**config.mk**
```make
export PLATFORM = sky130hd
export DESIGN_NAME = inst_encoder
export DESIGN_NICKNAME = d
export VERILOG_FILES = /design/src/rtl/inst_encoder.sv
export SDC_FILE = /design/constraint.sdc
export NUM_CORES = 1
export LEC_CHECK = 0
export BUFFER_PORTS_ARGS = -buffer_cell sky130_fd_sc_hd__buf_2
export CELL_PAD_IN_SITES_DETAIL_PLACEMENT = 0
export CELL_PAD_IN_SITES_GLOBAL_PLACEMENT = 2
export CORE_MARGIN = 4
export CORE_UTILIZATION = 35
export DETAILED_ROUTE_END_ITERATION = 10
export PLACE_DENSITY_LB_ADDON = 0.1
export SETUP_SLACK_MARGIN = 0.15
export SLEW_MARGIN = 20
export SYNTH_ARGS = -nofsm -noshare
export SYNTH_HDL_FRONTEND = slang
export SYNTH_SLANG_ARGS = --single-unit
export TNS_END_PERCENT = 30
```
**constraint.sdc**
```tcl
create_clock -name clk -period 2 [get_ports clk]
set_input_delay 0.2 -clock clk [delete_from_list [all_inputs] [get_ports clk]]
set_output_delay 0.2 -clock clk [all_outputs]
set_load 0.02 [all_outputs]
```
**src/rtl/inst_encoder.sv**
```systemverilog
// inst_encoder
//   Packs (rl, rr, rd, op) field tuples into instruction words and writes
//   them to consecutive instruction-memory addresses through a small FIFO.
//   Word layout: {rl[16:12], rr[11:7], rd[6:2], op[1:0]}.
// Ports
//   clk, rst_n       clock, asynchronous active-low reset
//   in_valid/ready   tuple handshake; in_rl/in_rr/in_rd/in_op fields
//   start/start_addr load the write pointer (clears wrapped)
//   mem_valid/ready  write handshake; mem_addr, mem_data = FIFO head
//   count            FIFO occupancy
//   wrapped          sticky: the write pointer rolled over past 2^AW-1
module inst_encoder #(
  parameter int ISIZE = 17,
  parameter int DEPTH = 4,
  parameter int AW    = 8
) (
  input  logic                       clk,
  input  logic                       rst_n,
  input  logic                       in_valid,
  output logic                       in_ready,
  input  logic [4:0]                 in_rl,
  input  logic [4:0]                 in_rr,
  input  logic [4:0]                 in_rd,
  input  logic [1:0]                 in_op,
  input  logic                       start,
  input  logic [AW-1:0]              start_addr,
  output logic                       mem_valid,
  input  logic                       mem_ready,
  output logic [AW-1:0]              mem_addr,
  output logic [ISIZE-1:0]           mem_data,
  output logic [$clog2(DEPTH+1)-1:0] count,
  output logic                       wrapped
);

  localparam int IW = $clog2(DEPTH);
  localparam int CW = $clog2(DEPTH+1);
  localparam logic [CW-1:0] FULL = CW'(DEPTH);

  typedef struct packed {
    logic [4:0] rl;
    logic [4:0] rr;
    logic [4:0] rd;
    logic [1:0] op;
  } inst_t;

  inst_t                        inst;
  logic [DEPTH-1:0][ISIZE-1:0]  fifo;
  logic [IW-1:0]                rd_idx, wr_idx;
  logic [AW-1:0]                wptr;
  logic                         push, pop;

  assign inst = '{rl: in_rl, rr: in_rr, rd: in_rd, op: in_op};

  // Handshakes depend only on registered occupancy: no in->mem comb path.
  assign in_ready  = (count != FULL);
  assign mem_valid = (count != '0);
  assign push      = in_valid && in_ready;
  assign pop       = mem_valid && mem_ready;

  // Storage is not reset; gating the head keeps mem_data at 0 when empty.
  assign mem_data = mem_valid ? fifo[rd_idx] : '0;
  assign mem_addr = wptr;

  always_ff @(posedge clk) begin
    if (push) fifo[wr_idx] <= ISIZE'(inst);
  end

  // Indices are IW bits wide, so DEPTH being a power of two makes them wrap.
  always_ff @(posedge clk or negedge rst_n) begin
    if (!rst_n) begin
      rd_idx <= '0;
      wr_idx <= '0;
      count  <= '0;
    end else begin
      if (push) wr_idx <= wr_idx + 1'b1;
      if (pop)  rd_idx <= rd_idx + 1'b1;
      case ({push, pop})
        2'b10:   count <= count + 1'b1;
        2'b01:   count <= count - 1'b1;
        default: count <= count;
      endcase
    end
  end

  // start wins over a same-cycle pop increment; that pop already used the
  // old address, since mem_addr is the registered pointer.
  always_ff @(posedge clk or negedge rst_n) begin
    if (!rst_n) begin
      wptr    <= '0;
      wrapped <= 1'b0;
    end else if (start) begin
      wptr    <= start_addr;
      wrapped <= 1'b0;
    end else if (pop) begin
      wptr <= wptr + 1'b1;
      if (wptr == '1) wrapped <= 1'b1;
    end
  end

endmodule

```
==> impl_metrics.toml, run 1 <==
[drt]
vias = 1875
drtPass1Iterations = 4
drt_iter0_drc = 99
ant_nets = 0
post_drt_wl_per_cell_um = 15.62
remaining_drc_errors = 0
via_per_inst = 4.562
wl_um = 6421

[floorplanning]
core_sq_mm = 0.009729
fp.dieArea_sq_mm = 0.01164
initial_core_util = 0.3591
die_w_um = 107.9
ioPinCount = 61
die_h_um = 107.9
rows = 36

[cts]
cts_tree = "yes"
clk_pin_slew_ns = 0.08
cts_htree_levels = 3
cts_root_buf = "clkbuf_8"
clockBufferDepth = 2
clk_latency_ns = 0.34
clkSinkCount = 84
numCtsBuffers = 9

[synth]
synth_edf_count = 68
synthTopCellsByArea = "edfxtp_1 58%, dfrtp_1 11%, mux4_1 6.8%"
postSynthAreaPerCell_sq_um = 18.01
yosys_warnings = 0
async_flop_share = 0.1905
ys.flop_type = "edfxtp_1"
syn_inst = 194
ys_seq_area_frac = 0.6991
synth_area_sq_mm = 0.003493
yosysTopAreaCellShare = 0.5845
yosysMostFrequentCell = "edfxtp_1"
synthTopCellsByCount = "68 x edfxtp_1, 18 x and2_1, 16 x dfrtp_1"
synth_top_cell_by_area = "edfxtp_1"
synth_seq_cells = 84
synth_cell_types = 30
synth_fp_nets = 231

[finish]
final_nets = 310
fillers = 903
diodes = 0
area_growth_syn_to_layout_pct = 26.43
drive_above_1_share = 0.4820
fin_cells = 411
final_cell_area_sq_mm = 0.004417

[setup_path]
rrSetupSlack_ns = 0.11
cp-endpoint = "mem_data[11]"
r2r-end = "count[2]"
cp.arrival_ns = 1.80
critical_path.max_fanout = 5
crit_type = "register to output pin"
crit_required_ns = 1.80
rr_startpoint = "count[0]"
crit_path_start = "rd_idx[0]"
reg2reg_depth = 10
worstSetupStartpointType = "register"
path_cells = "buf_12 > buf_16 > mux4_2 > and2_4 > buf_6"
endpoint_kind = "output pin"
critPathSlowestCell = "mux4_2"
max_stage_delay_ns = 0.49

[power]
finalPower_uw = 6805
ir_drop_uv = 808.8
p_per_area_mw_per_mm2 = 1541
leakage_uw = 0.001661

[global_route]
grt_use_total = 0.1206
grt_pass1_wl_um = 10430
overflow = 0
grt_pass1_vias = 1988
antenna_found_initial = 0
grt_start_max_net_pins = 19

[placed_design]
dpl.cell_count = 392
port_buffers = 60
gp_congestion = 0.7160
hpwl_um = 4308
place_ws_ns = 0.1295
place_area_sq_mm = 0.004040

[timing]
min_period_ns = 1.998
setup_ws_ns = 0.002346
worst_pin_slew_ns = 0.3928
setup_viol = 0
hold_viol = 0
finalCritPeriodShare = 0.9988
whs_ns = 0.05982
rsz0062_at_grt = "true"
skew_ns = 0.006461
max_freq_mhz = 500.6
maxSlewHeadroom = 0.7381
drv_slew = 0

[min_path]
hp-class = "input pin to register"
min_path_cells = 3
hold_start = "start_addr[5]"

[flow_run]
drv_cap = 0

[status]
status = "complete, no violations"
## logic make-up after synthesis
kind of cell / count (synthesis) / synth area share
adders and majority gates: 7 / 0.02722
and+or+nand+nor: 44 / 0.06805
DFF: 84 / 0.6991
buffers and inverters: 15 / 0.02471
muxes: 20 / 0.1282
xor gates and xnor gates: 13 / 0.03259
AOI/OAI and AO/OA: 11 / 0.02006
## per-layer routing
layer,share of wire,GRT usage
met5,0,0
met3,0.049,0.04139
met4,0.010,0.03787
met1,0.41,0.1403
met2,0.53,0.2096
## cell usage in the layout, fill, tap and decap left out, types with 2 or more instances in the layout
| cell | instances |
|---|---|
| clkinvlp_4 | 2 |
| and3_1 | 4 |
| buf_12 | 2 |
| dfrtp_2 | 4 |
| bufinv_16 | 2 |
| inv_4 | 2 |
| edfxtp_1 | 68 |
| nor3_1 | 2 |
| nand3_1 | 2 |
| and2_1 | 3 |
| xor2_1 | 6 |
| buf_2 | 46 |
| nor2_1 | 3 |
| xnor2_1 | 7 |
| mux4_2 | 17 |
| o21ai_0 | 7 |
| and2_4 | 15 |
| inv_2 | 2 |
| nand2_1 | 9 |
| dfrtp_1 | 12 |
| buf_6 | 15 |
| buf_4 | 10 |
| ha_1 | 5 |
| nand4_1 | 3 |
| clkbuf_8 | 9 |
| inv_1 | 4 |
| mux2i_1 | 2 |
## registers in the layout, summed over array words and instances (netlist names)
register and flops:
wrapped 1, count 3, wr_idx 2, mem_addr 8, fifo 68, rd_idx 2
## stage by stage
step,setup TNS [ns],utilization
final,0,0.4540
after global routing,-0.5545,0.4540
after CTS,-0.1188,0.4534
after detailed placement,0,0.4153
after global placement,0,0.4153
after floorplan,0,-
## worst max-delay path: cells and delay by family (launching register included)
kind | cells | cell delay, ns
muxes | 1 | 0.49
and+or+nand+nor | 1 | 0.17
DFF | 1 | 0.44
buffers and inverters | 3 | 0.36
## worst min-delay path by stage
| stage | slack, ns | endpoint |
|---|---|---|
| finish | 0.06 | mem_addr[5] |
| global route | 0.04 | fifo[28] |
| CTS | 0.04 | mem_addr[5] |
| detailed placement | 0.16 | mem_addr[7] |
| global placement | 0.16 | mem_addr[7] |
| floorplan | -0.1 | count[0] |
## layout make-up
class                   instances  area [sq um]  share of cell area
inverters                       8         35.03            0.007932
clock inverters                 6         87.58             0.01983
repair buffers                 75         551.8              0.1249
clock buffers                  10         127.6             0.02890
well taps                     133         166.4             0.03768
multi-input cells              95          1001              0.2266
flip-flops and latches         84          2447              0.5541
## power breakdown
| group | total (uW) | switching (uW) | internal (uW) |
|---|---|---|---|
| clock | 1290 | 583 | 704 |
| combinational | 3010 | 1390 | 1620 |
| sequential | 2510 | 206 | 2310 |
| total | 6800 | 2180 | 4630 |
## timing repair
item | CTS | global route
gates resized for setup | 56 | 1
setup buffers | 1 | 0
pin swaps | 7 | 3
hold endpoints to repair | 16 | 0
hold buffers | 1 | 0
gates cloned | 1 | 0
setup endpoints to repair | 18 | 19
Power figures use the tool's default switching activity.
==> inputs of run 2 (changes only) <==
RECOVER_POWER = 50   (was unset)
==> run 2 against run 1 <==
Net effect: cell count is the same; total power is 0.22% lower; clock power hardly changed; maximum frequency barely moved; worst hold slack got worse by 0.0014 ns; sequential power about the same; die area stayed put; utilization down 0.35 points; clock-buffer cell count unchanged; sequential cell count stayed put; largest cell class unchanged.
==> impl_metrics.toml, run 2 (synthesized netlist as in run 1, its figures left out) <==
[drt]
remaining_drc_errors = 0
wl_um = 6412
post_drt_wl_per_cell_um = 15.60
via_per_inst = 4.543
drtPass1Iterations = 4
ant_nets = 0
drt_iter0_drc = 89
vias = 1867

[setup_path]
crit_required_ns = 1.80
crit_type = "register to output pin"
cp.arrival_ns = 1.80
critical_path.max_fanout = 5
worstSetupStartpointType = "register"
endpoint_kind = "output pin"

[floorplanning]
ioPinCount = 61
die_h_um = 107.9
core_sq_mm = 0.009729
fp.dieArea_sq_mm = 0.01164
die_w_um = 107.9
initial_core_util = 0.3591
rows = 36

[global_route]
grt_pass1_vias = 1988
grt_use_total = 0.1206
overflow = 0
grt_start_max_net_pins = 19
antenna_found_initial = 0
grt_pass1_wl_um = 10430

[finish]
fillers = 917
top_register = "fifo"
final_nets = 310
area_growth_syn_to_layout_pct = 25.47
final_common_cell = "edfxtp_1"
multi_input_area_sq_mm = 0.001001
largest_reg_flops = 68
diodes = 0
drive_above_1_share = 0.3849
final_cell_mix = "68 x edfxtp_1, 26 x clkbuf_1, 21 x buf_2, 17 x mux4_2"
final_cell_area_sq_mm = 0.004383
regArea_sq_mm = 0.002445

[cts]
cts_htree_levels = 3
numCtsBuffers = 9
cts_tree = "yes"
clk_pin_slew_ns = 0.08
clk_latency_ns = 0.34
cts_root_buf = "clkbuf_8"
clockBufferDepth = 2
clkSinkCount = 84

[flow_run]
drv_cap = 0

[status]
status = "complete, no violations"

[power]
p_int_uw = 4610
power_frac_seq = 0.369
leakage_uw = 0.001591
power.switching_uw = 2180
combPwrFrac = 0.441
clkPwrFrac = 0.190
p_per_area_mw_per_mm2 = 1549
switching_share = 0.3210
ir_drop_uv = 798.2

[timing]
setup_ws_ns = 0.002277
drv_slew = 0
finalCritPeriodShare = 0.9989
setup_viol = 0
min_period_ns = 1.998
worst_pin_slew_ns = 0.9451
rsz0062_at_grt = "true"
skew_ns = 0.006491
max_freq_mhz = 500.6
setup_tns_ns = 0
maxSlewHeadroom = 0.3699
hold_viol = 0

[placed_design]
place_ws_ns = 0.1295
port_buffers = 60
place_area_sq_mm = 0.004040
hpwl_um = 4308
gp_congestion = 0.7160

[min_path]
hp-class = "input pin to register"
==> run 2: changes by cell type in the layout (fill, tap and decap cells not counted) <==
| cell | before | now |
|---|---|---|
| dfrtp_2 | 4 | 2 |
| dfrtp_1 | 12 | 14 |
| buf_2 | 46 | 21 |
| clkbuf_1 | 1 | 26 |
==> run 2: worst paths after layout <==
kind                       slack [ns]  cells after the start     startpoint            to
hold / removal                   0.06                      3  start_addr[5]   mem_addr[5]
min in group asynchronous        0.51                      2          rst_n   mem_addr[7]
setup reg to reg                 0.07                     10       count[0]      count[2]
hold reg to reg                  0.53                      2        wrapped       wrapped
setup / recovery                0.002                      5      rd_idx[0]  mem_data[11]
max in group asynchronous        0.85                      2          rst_n      count[2]
==> run 2: area by class of cell <==
cell class                      instances  share of cell area
Inverter                                8            0.007993
Clock inverter                          6             0.01998
Multi-Input combinational cell         95              0.2284
Clock buffer                           10             0.02912
Sequential cell                        84              0.5578
Timing Repair Buffer                   75              0.1188
Tap cell                              133             0.03797
==> run 2: power groups by stage <==
stage / logic (uW) / registers, uW / clock network, uW
after global placement: 2420 / 2510 / 0
after detailed placement: 2420 / 2520 / 0
after floorplan: 1610 / 2540 / 0
after global routing: 3230 / 2550 / 1400
after CTS: 3080 / 2510 / 1330
final: 2990 / 2510 / 1290
==> run 2: per-stage QoR <==
stage,cells,total power (uW),hold WS (ns),utilization
finish,411,6790,0.05845,0.4505
global route,411,7178,0.04448,0.4505
CTS,411,6924,0.04083,0.4534
detailed placement,392,4943,0.1552,0.4153
global placement,392,4937,0.1617,0.4153
floorplan,194,4153,-0.09559,-
==> run 2: timing repair <==
action / CTS / global route
hold buffers: 1 / 0
pin swaps: 7 / 3
setup endpoints to repair: 18 / 19
resized for setup: 56 / 1
endpoints found under the hold margin: 16 / 0
cloned: 1 / 0
setup buffers: 1 / 0
==> run 2: worst max-delay path, stage by stage, from the launching register on <==
cell,delay (ns)
dfrtp_2,0.44
buf_12,0.13
buf_16,0.11
mux4_2,0.49
and2_4,0.17
buf_6,0.12
==> run 2: per-layer routing <==
metal	part of all wire	GRT usage
met1	0.41	0.1403
met2	0.53	0.2096
met3	0.048	0.04139
met4	0.010	0.03787
met5	0	0
==> inputs of run 3 (changes only) <==
--- a/config.mk
+++ b/config.mk
@@ -14,4 +14,5 @@
 export PLACE_DENSITY_LB_ADDON = 0.1
 export RECOVER_POWER = 50
+export REMOVE_ABC_BUFFERS = 1
 export SETUP_SLACK_MARGIN = 0.15
 export SLEW_MARGIN = 20
==> constraint.sdc (replaced) <==
create_clock -name clk -period 2 [get_ports clk]
set_input_delay 0.5 -clock clk [delete_from_list [all_inputs] [get_ports clk]]
set_output_delay 0.5 -clock clk [all_outputs]
set_load 0.02 [all_outputs]
==> run 3 against run 2 <==
Net effect: the flow now finishes with violations (setup timing); total power rose by 2.4%; routed wire length rose by 4.7%; register-to-register slack barely moved; design area rose by 2.4%; cell count rose by 2.2%; maximum frequency fell by 13%; critical path depth did not move; clock power fell by 13%; via count rose by 3.3%; worst hold slack improved by 0.20 ns; critical path type unchanged; critical endpoint is now mem_data[16].
==> impl_metrics.toml, run 3 (synthesized netlist as in run 1, its figures left out) <==
[setup_path]
critPathSlowestCell = "mux4_2"
endpoint_kind = "output pin"
worstSetupStartpointType = "register"
crit_type = "register to output pin"
path_cells = "buf_6 > buf_12 > mux4_2 > and2_4 > buf_6"
cp.arrival_ns = 1.79
crit_required_ns = 1.50
worst_path_most_repeated_cell = "buf_6"
critical_path.max_fanout = 5
max_stage_delay_ns = 0.49

[flow_run]
drv_cap = 0

[global_route]
grt_pass1_vias = 2099
grtUsageMet1 = 0.1740
use_met2 = 0.2012
antenna_found_initial = 0
grt_use_met3 = 0.02040
top_usage_layer = "met2"
grt_use_total = 0.1253
grt_pass1_wl_um = 11100
grt_start_max_net_pins = 19
overflow = 0

[timing]
worst_pin_slew_ns = 0.9189
hold_viol = 0
min_period_ns = 2.289
skew_ns = 0.01556
whs_ns = 0.2580
setup_tns_ns = -4.514
finalCritPeriodShare = 1.144
setup_viol = 17
maxSlewHeadroom = 0.3874
drv_slew = 0
setup_ws_ns = -0.2888
rsz0062_at_grt = "true"
max_freq_mhz = 436.9

[cts]
cts_root_buf = "clkbuf_8"
clk_pin_slew_ns = 0.10
numCtsBuffers = 9
clk_latency_ns = 0.34
cts_tree = "yes"
clkSinkCount = 84
cts_htree_levels = 3
clockBufferDepth = 2
hold_buffers = 0

[drt]
drt_iter0_drc = 37
post_drt_wl_per_cell_um = 15.99
via_per_inst = 4.590
wl_um = 6715
drtPass1Iterations = 4
ant_nets = 0
vias = 1928
remaining_drc_errors = 0

[floorplanning]
fp.dieArea_sq_mm = 0.01164
initial_core_util = 0.3591
die_w_um = 107.9
core_sq_mm = 0.009729
die_h_um = 107.9
rows = 36
ioPinCount = 61

[placed_design]
gp_congestion = 0.6809
port_buffers = 60
hpwl_um = 4339

[finish]
largest_reg_flops = 68
fillers = 895
fin_util = 0.4614
drive_above_1_share = 0.4181
final_cell_mix = "68 x edfxtp_1, 26 x buf_2, 22 x clkbuf_1, 19 x buf_6"
top_register = "fifo"
area_growth_syn_to_layout_pct = 28.51
final_common_cell = "edfxtp_1"
multi_input_area_sq_um = 983.4
regArea_sq_mm = 0.002445
diodes = 0
final_nets = 319

[status]
violations = "setup timing"
status = "complete, but fails checks"

[min_path]
hp-class = "input pin to asynchronous set/reset pin"

[power]
finalPower_uw = 6951
ir_drop_uv = 688.3
leakage_uw = 0.001672
p_per_area_mw_per_mm2 = 1548
## run 3: worst paths after layout
kind | start | cells past startpoint | end | slack, ns
max | rd_idx[0] | 5 | mem_data[16] | -0.29
min | rst_n | 1 | mem_addr[2] | 0.26
max reg2reg | count[0] | 10 | count[2] | 0.08
min reg2reg | wrapped | 2 | wrapped | 0.54
max in group asynchronous | rst_n | 1 | count[0] | 1.12
min in group clk | start_addr[0] | 3 | mem_addr[0] | 0.36
## run 3: final cells by class
class | instances | area share
Inverter | 8 | 0.006689
Timing Repair Buffer | 84 | 0.1516
Tap cell | 133 | 0.03707
Clock inverter | 6 | 0.01254
Sequential cell | 84 | 0.5446
Clock buffer | 10 | 0.02843
Multi-Input combinational cell | 95 | 0.2191
## run 3: report_power, final
| group | internal, uW | switching, uW |
|---|---|---|
| sequential | 2300 | 169 |
| combinational | 1870 | 1500 |
| clock | 478 | 639 |
| total | 4650 | 2310 |
## run 3: worst max-delay path, delay by kind of cell (launching register included)
family,cells,cell delay [ns]
muxes,1,0.49
buffers and inverters,3,0.40
DFF,1,0.39
and+or+nand+nor,1,0.17
## run 3: per-stage QoR
stage	std cells	setup WS (ns)	instance area (sq um)
2_1_floorplan	187	-0.2691	3437
3_3_place_gp	397	0.02714	4094
3_5_place_dp	397	0.04859	4094
4_1_cts	419	-0.3117	4502
5_1_grt	420	-0.3590	4489
6_report	420	-0.2888	4489
## run 3: per-layer routing
layer,vias to the layer above,part of all wire
li1,915,-
met1,956,0.45
met2,48,0.49
met3,9,0.046
met4,0,0.012
met5,-,0
## run 3: timing repair
item / CTS / global route
pin swaps: 13 / 1
resized for setup: 64 / 8
gates cloned: 3 / 0
setup buffers: 3 / 1
endpoints found under the setup margin: 19 / 21
